## src/rtl/qdiv_seq_if.sv

```systemverilog
// Operand/result handshake bundle for the sequential sign-magnitude divider.
interface qdiv_seq_if #(parameter int N = 32);
  logic         in_valid;
  logic         in_ready;
  logic [N-1:0] dividend;
  logic [N-1:0] divisor;
  logic         out_valid;
  logic         out_ready;
  logic [N-1:0] quotient;
  logic         div_by_zero;
  logic         overflow;
  logic         busy;

  modport master (
    output in_valid, dividend, divisor, out_ready,
    input  in_ready, out_valid, quotient, div_by_zero, overflow, busy
  );
  modport slave (
    input  in_valid, dividend, divisor, out_ready,
    output in_ready, out_valid, quotient, div_by_zero, overflow, busy
  );
endinterface

```

## src/rtl/qdiv_seq.sv

```systemverilog
// Sign-magnitude Qm.Q divider: radix-2 restoring division, one quotient bit per cycle,
// saturating on overflow and on divide-by-zero.
module qdiv_seq #(
  parameter int N = 32,
  parameter int Q = 15
) (
  input logic     clk,
  input logic     rst_n,
  qdiv_seq_if.slave bus
);
  localparam int W  = N + Q - 1;          // quotient bits produced
  localparam int CW = $clog2(W);

  if (N < 4 || Q < 1 || Q > N - 2) begin : g_bad_params
    $error("qdiv_seq: need N>=4 and 1<=Q<=N-2");
  end

  typedef enum logic [1:0] {IDLE, CALC, DONE} state_t;
  state_t state, state_nx;

  logic          sgn;
  logic [N-2:0]  dsr;
  logic [W-1:0]  dvd, quo, quo_nx;
  logic [N-1:0]  rem, rem_sh, rem_nx;
  logic [CW-1:0] cnt;
  logic          ge, ovf_nx;
  logic [N-2:0]  mag_nx;
  logic [N-1:0]  quotient;
  logic          dbz, ovf;

  // One restoring step: bring in next dividend bit, subtract if it fits.
  always_comb begin
    rem_sh = {rem[N-2:0], dvd[W-1]};
    ge     = rem_sh >= {1'b0, dsr};
    rem_nx = ge ? rem_sh - {1'b0, dsr} : rem_sh;
    quo_nx = {quo[W-2:0], ge};
    ovf_nx = |quo_nx[W-1:N-1];
    mag_nx = ovf_nx ? {(N-1){1'b1}} : quo_nx[N-2:0];
  end

  always_ff @(posedge clk) begin
    if (!rst_n) state <= IDLE;
    else        state <= state_nx;
  end

  always_comb begin
    state_nx = state;
    case (state)
      IDLE: if (bus.in_valid) state_nx = (|bus.divisor[N-2:0]) ? CALC : DONE;
      CALC: if (cnt == '0) state_nx = DONE;
      DONE: if (bus.out_ready) state_nx = IDLE;
      default: state_nx = IDLE;
    endcase
  end

  always_comb begin
    bus.in_ready  = 1'b0;
    bus.out_valid = 1'b0;
    bus.busy      = 1'b0;
    case (state)
      IDLE:    bus.in_ready  = 1'b1;
      CALC:    bus.busy      = 1'b1;
      DONE: begin
        bus.out_valid = 1'b1;
        bus.busy      = 1'b1;
      end
      default: ;
    endcase
  end

  always_ff @(posedge clk) begin
    if (!rst_n) begin
      sgn      <= 1'b0;
      dsr      <= '0;
      dvd      <= '0;
      quo      <= '0;
      rem      <= '0;
      cnt      <= '0;
      quotient <= '0;
      dbz      <= 1'b0;
      ovf      <= 1'b0;
    end else begin
      case (state)
        IDLE: if (bus.in_valid) begin
          sgn <= bus.dividend[N-1] ^ bus.divisor[N-1];
          dsr <= bus.divisor[N-2:0];
          dvd <= {bus.dividend[N-2:0], {Q{1'b0}}};
          quo <= '0;
          rem <= '0;
          cnt <= CW'(W - 1);
          // Zero divisor skips CALC; result is a signed full-scale magnitude.
          if (bus.divisor[N-2:0] == '0) begin
            quotient <= {bus.dividend[N-1] ^ bus.divisor[N-1], {(N-1){1'b1}}};
            dbz      <= 1'b1;
            ovf      <= 1'b0;
          end
        end
        CALC: begin
          dvd <= {dvd[W-2:0], 1'b0};
          rem <= rem_nx;
          quo <= quo_nx;
          cnt <= cnt - 1'b1;
          if (cnt == '0) begin
            quotient <= {sgn & (|mag_nx), mag_nx};
            dbz      <= 1'b0;
            ovf      <= ovf_nx;
          end
        end
        default: ;
      endcase
    end
  end

  assign bus.quotient    = quotient;
  assign bus.div_by_zero = dbz;
  assign bus.overflow    = ovf;
endmodule

```

## src/flat_wrapper.sv

```systemverilog
// flat-port wrapper written by rule: the top's interface ports become plain ports
module qdiv_seq_flat 
#(
  parameter int N = 32,
  parameter int Q = 15
)
  (clk, rst_n, bus_in_valid, bus_dividend, bus_divisor, bus_out_ready, bus_in_ready, bus_out_valid, bus_quotient, bus_div_by_zero, bus_overflow, bus_busy);
  qdiv_seq_if #(.N(N)) bus_i ();
  input logic clk;
  input logic rst_n;
  input wire logic [$bits(bus_i.in_valid)-1:0] bus_in_valid;
  input wire logic [$bits(bus_i.dividend)-1:0] bus_dividend;
  input wire logic [$bits(bus_i.divisor)-1:0] bus_divisor;
  input wire logic [$bits(bus_i.out_ready)-1:0] bus_out_ready;
  output wire logic [$bits(bus_i.in_ready)-1:0] bus_in_ready;
  output wire logic [$bits(bus_i.out_valid)-1:0] bus_out_valid;
  output wire logic [$bits(bus_i.quotient)-1:0] bus_quotient;
  output wire logic [$bits(bus_i.div_by_zero)-1:0] bus_div_by_zero;
  output wire logic [$bits(bus_i.overflow)-1:0] bus_overflow;
  output wire logic [$bits(bus_i.busy)-1:0] bus_busy;
  assign bus_i.in_valid = bus_in_valid;
  assign bus_i.dividend = bus_dividend;
  assign bus_i.divisor = bus_divisor;
  assign bus_i.out_ready = bus_out_ready;
  assign bus_in_ready = bus_i.in_ready;
  assign bus_out_valid = bus_i.out_valid;
  assign bus_quotient = bus_i.quotient;
  assign bus_div_by_zero = bus_i.div_by_zero;
  assign bus_overflow = bus_i.overflow;
  assign bus_busy = bus_i.busy;
  qdiv_seq #(.N(N), .Q(Q)) u_core (.clk(clk), .rst_n(rst_n), .bus(bus_i));
endmodule
```

## config.mk

```make
export PLATFORM = sky130hd
export DESIGN_NAME = qdiv_seq_flat
export DESIGN_NICKNAME = d
export VERILOG_FILES = /design/src/rtl/qdiv_seq_if.sv /design/src/rtl/qdiv_seq.sv /design/src/flat_wrapper.sv
export SDC_FILE = /design/constraint.sdc
export NUM_CORES = 1
export LEC_CHECK = 0
export CORE_MARGIN = 5
export CORE_UTILIZATION = 45
export DETAILED_ROUTE_END_ITERATION = 8
export GPL_ROUTABILITY_DRIVEN = 1
export PLACE_DENSITY = 0.77
export SLEW_MARGIN = 20
export SYNTH_ARGS = -nofsm -noshare
export SYNTH_HDL_FRONTEND = slang
export SYNTH_SLANG_ARGS = --single-unit
```

## constraint.sdc

```tcl
create_clock -name clk -period 3.08 [get_ports clk]
set_clock_uncertainty 0.1 [all_clocks]
set_input_delay 0.616 -clock clk [delete_from_list [all_inputs] [get_ports clk]]
set_output_delay 0.616 -clock clk [all_outputs]
set_load 0.005 [all_outputs]
```

; ---- Word-level counts from Yosys, hierarchy flattened
; Cells that the tools add are included.
[totals]
ff_bits = 196
latchBits = 0
ramBits = 0
mem_bits_ro = 0
out_inout_bits = 37
n_memories = 0
[op_classes]
n_addsub = 2
mul = 0
div_mod_pow = 0
order_cmp = 1
eq_ne = 6
n_shift = 0
mux = 30
bitwise_logic = 2
reduce_logical = 12
[ops]
columns = cell, count
row1 = 32-bit two-way mux, 3
row2 = 31-bit two-way mux, 3
row3 = 46-bit case mux with 2 select lines, 1
row4 = 45-bit case mux with 2 select lines, 1
row5 = 32-bit case mux with 2 select lines, 1
row6 = 31-bit case mux with 2 select lines, 1
row7 = 31-bit OR reduction, 2
row8 = 46-bit two-way mux, 1
row9 = 45-bit two-way mux, 1
row10 = 32-bit by 31-bit greater-or-equal comparator with 1-bit output, 1
row11 = 31-bit logical NOT, 1
row12 = 31-bit subtractor, 1
row13 = 15-bit OR reduction, 1
row14 = 6-bit case mux with 2 select lines, 1
row15 = 1-bit two-way mux, 9
row16 = 2-bit two-way mux, 4
row17 = 6-bit logical NOT, 1
row18 = 6-bit two-way mux, 1
row19 = 2-bit case mux with 3 select lines, 1
row20 = "6-bit by 1-bit subtractor with 6-bit output, second input constant", 1
row21 = "2-bit by 1-bit inequality test with 1-bit output, second input constant", 2
row22 = "2-bit inequality test, second input constant", 2
row23 = 1-bit case mux with 2 select lines, 2
row24 = 2-bit AND reduction, 2
row25 = other kinds (9), 9

; ---- Depth between registers and ports, before layout
[depth]
ltp_word = 6
mapped_depth = 13

; ---- Worst setup path before layout
; Ideal clock, no wire load.
[synth_path]
path_kind = register to register
start = register u_core.dvd[45]
end = register u_core.rem[11]
setup_ns = 0.130
t_arrival_ns = 2.784
required_time_ns = 2.850
setup_slack_ns = 0.066
path_stages_with_launch = 14
path_buffers = 2
cell_sequence = dfxtp_1 -> inv_1 -> ha_1 -> fa_1 -> nand2b_1 -> a211oi_2 -> o211ai_1 -> and4_1 -> or3_1 -> a31oi_4 -> or2_1 -> buf_4 -> buf_4 -> o211ai_1
[synth_between]
elab_chain_cells = 3
elab_cells_between_ends = 4
[synth_lines]
columns = item, line
row1 = from (decl), qdiv_seq.sv:23  ; logic [W-1:0] dvd, quo, quo_nx;
row2 = from (signal assigned), qdiv_seq.sv:87  ; dvd <= {bus.dividend[N-2:0], {Q{1'b0}}};
row3 = from (signal assigned), qdiv_seq.sv:99  ; dvd <= {dvd[W-2:0], 1'b0};
row4 = 31-bit subtractor or 32-bit by 31-bit greater-or-equal comparator with 1-bit output (tied branches), "qdiv_seq.sv:35, qdiv_seq.sv:34"
row5 = 31-bit two-way mux *, qdiv_seq.sv:35  ; rem_nx = ge ? rem_sh - {1'b0, dsr} : rem_sh;
row6 = 31-bit case mux with 2 select lines *, qdiv_seq.sv:83  ; case (state)
row7 = to (signal assigned), qdiv_seq.sv:100  ; rem <= rem_nx;
row8 = to (decl), qdiv_seq.sv:24  ; logic [N-1:0] rem, rem_sh, rem_nx;
; Every way passes the cells marked *; elsewhere a longest branch is shown, timed or not.
; A chain may end at the register's enable or synchronous reset.

; ---- Worst setup path after layout
[layout_path]
start = register u_core.dvd[45]
end = register u_core.rem[8]
; The elaborated chain is that of the path after synthesis.

==> results.cfg <==
[floorplan]
die_area_um2 = 23600
ios = 105
core_area_um2 = 20200
die_w_um = 154
floorplan.initialDensity_pct = 45.8
die_h_um = 154
rows = 52

[setup_path]
cp_top_family = compound AO/OA/AOI/OAI gates
ff2ff_setup_slack_ns = 0.08
cpMostUsedCell = buf_12
worst-path-buf-inv = 3
worst_r2r_path_depth = 13
crit_chain = inv_2 > ha_4 > fa_2 > nand2b_4 > a211oi_4 > o211ai_1 > and4_1 > or3_4 > a31oi_4 > buf_12 > buf_12 > nor3_2 > a221o_1
crit_slowest_cell = or3_4
cp_data_required_time_ns = 3.30
cp.depth = 13
crit_type = flop to flop
crit_path_start_kind = flop
cp_max_fo = 7
max_stage_delay_ns = 0.38
arrival_ns = 3.23
end_kind = flop

[layout]
area_growth_pct = 25.8
n_antenna_cell = 0
final_cell_mix = dfxtp_1, nand2_1, clkdlybuf4s50_1, nor2b_1, a22oi_1
stdcell_area_um2 = 11700
layout-drive-gt1-share_pct = 12.4
final_common_cell = dfxtp_1
nets = 1271

[power_and_ir_drop]
ir_drop_mv = 0.667
power.total_mw = 11.8
power_density_nw_per_um2 = 1010
cellLeakagePower_nw = 4.61

[global_route]
grt_max_degree = 103
grt_pass1_vias = 7951
grt_pass1_wl_mm = 39.3
grt_usage_pct = 19.7
grt-ovfl-total = 0
antenna_found_initial = 0

[synthesis]
ys_seq_area_share_pct = 39.1
synth_cells = 1068
syn_area_um2 = 9280
ys_async_sr_fraction_pct = 0
synth_flop_cell = dfxtp_1
ys_seq_elements = 181
avgSynthCellArea_um2 = 8.68
syn-num-nets = 1173
synth_edf_count = 0
yosysWarningCount = 0
synth_cell_type_count = 61

[timing]
finalSetupViolations = 0
period_needed_ns = 3.00
fin_ws_ns = 0.0788
rsz0062_at_grt = true
setup_tns_ns = 0
tightestPinTransition_ns = 0.659
hold_viol = 0
fmax_ghz = 0.333
final_max_slew_viol_count = 0
fin_crit_sh_pct = 97.4
slew_headroom_pct = 56.0

[routing]
drtAntennaViolNets = 0
drtIter0Drc = 779
routed_wl_mm = 23.6
drc = 0
via_count = 8364
post_drt_wl_per_cell_um = 16.3
vias_per_cell = 5.77
drtPass1Iterations = 5

[clock_tree]
clkSinkCount = 181
holdBufCountCts = 0
clk_latency_ns = 0.44
cts.clk_slew.worst_paths_ns = 0.08
numCtsBuffers = 17
clock_path_buffers = 2
cts_root_buf = clkbuf_16
cts_tree = done
htreeDepth = 4

[hold_path]
min_path_cells = 2
hp-class = flop to flop

[run_status]
outcome = finished, final reports clean

[job]
timing.max_cap.violations = 0

[placement]
place.gp.congestion = 0.912
numPortBuffers = 104
place_hpwl_mm = 16.0
dpl_worst_slack_ns = -0.112
placed_area_um2 = 10800
[synth_stat cells, types with 11 or more instances]
cell type / instances / area, µm²
mux2i_1: 33 / 330
o21ai_0: 34 / 170
nor2_1: 35 / 131
nor4_1: 17 / 106
a21oi_1: 36 / 180
a21boi_0: 34 / 255
clkbuf_1: 67 / 251
o211ai_1: 28 / 210
nand4_1: 16 / 100
dfxtp_1: 181 / 3620
a221o_1: 11 / 110
o211a_1: 32 / 320
o221a_2: 30 / 338
nand2_1: 172 / 646
nand3_1: 12 / 60.1
inv_1: 41 / 154
ha_1: 36 / 450
nor3_1: 24 / 120
nor2b_1: 52 / 325
xnor2_1: 17 / 149
a22oi_1: 44 / 330
[repair_timing]
action	CTS	global route
buffers inserted	6	1
resized for setup	21	21
pin swaps	11	14
setup endpoints to repair	33	34
cloned	1	0
[final timing paths]
path | startpoint | end
worst max register to register | u_core.dvd[45]$_SDFFE_PN0P_ | u_core.rem[8]$_SDFFE_PN0P_
worst max-delay path | u_core.dvd[45]$_SDFFE_PN0P_ | u_core.rem[8]$_SDFFE_PN0P_
worst min register to register | u_core.dsr[21]$_SDFFE_PN0P_ | u_core.dsr[21]$_SDFFE_PN0P_
worst min-delay path | u_core.dsr[21]$_SDFFE_PN0P_ | u_core.dsr[21]$_SDFFE_PN0P_
[metrics by stage]
| stage | utilization [%] | hold WS, ns | std cells |
|---|---|---|---|
| floorplan | - | 0.343 | 1068 |
| global placement | 53.2 | 0.351 | 1408 |
| detailed placement | 53.2 | 0.359 | 1408 |
| CTS | 57.1 | 0.370 | 1447 |
| global route | 57.7 | 0.382 | 1449 |
| finish | 57.7 | 0.365 | 1449 |
[worst register-to-register path, delay by kind of cell (launching register included)]
kind	cells	cell delay (ns)
simple gates	4	0.80
buf+inv	3	0.33
fa+ha+maj	2	0.51
compound gates	4	0.81
flops	1	0.33
[power by group]
part,switching (mW),total (mW),internal (mW)
sequential,0.375,3.29,2.92
combinational,3.28,6.27,2.98
clock,1.14,2.27,1.13
[area by class of cell]
cell class,count,area (µm²)
Clock buffer,17,425
Tap cell,270,338
Clock inverter,15,214
Timing Repair Buffer,157,1600
Multi-Input combinational cell,768,5320
Sequential cell,181,3620
Fill cell,1672,8560
Inverter,41,154
[per-layer routing]
layer  share of wire (%)  wire length (µm)  vias up  GRT usage, %
met3                 5.8              1360       54          4.75
li1                    -                 -     4086             -
met1                  43             10100     3977          25.0
met2                  48             11400      247          32.6
met4                 2.8               667        0          7.15
met5                   0                 0        -             0
[cells by family after synthesis]
kind of cell             count (synthesis)  share of synthesized area [%]
AO/OA/AOI/OAI                          310                           26.2
adder cells (fa/ha/maj)                 37                           5.07
AND/OR/NAND/NOR                        363                           18.6
buffers and inverters                  119                           5.11
multiplexers                            33                           3.56
flip-flops                             181                           39.1
XOR/XNOR                                25                           2.36
[registers in the layout, summed over array words and instances, names as in the netlist]
signal                  cells
u_core.bus.div_by_zero      1
u_core.bus.overflow         1
u_core.bus.quotient        32
u_core.cnt                  6
u_core.dsr                 31
u_core.dvd                 31
u_core.quo                 45
u_core.rem                 31
u_core.sgn                  1
u_core.state                2
Note: power is estimated with default switching activity, not from simulation.
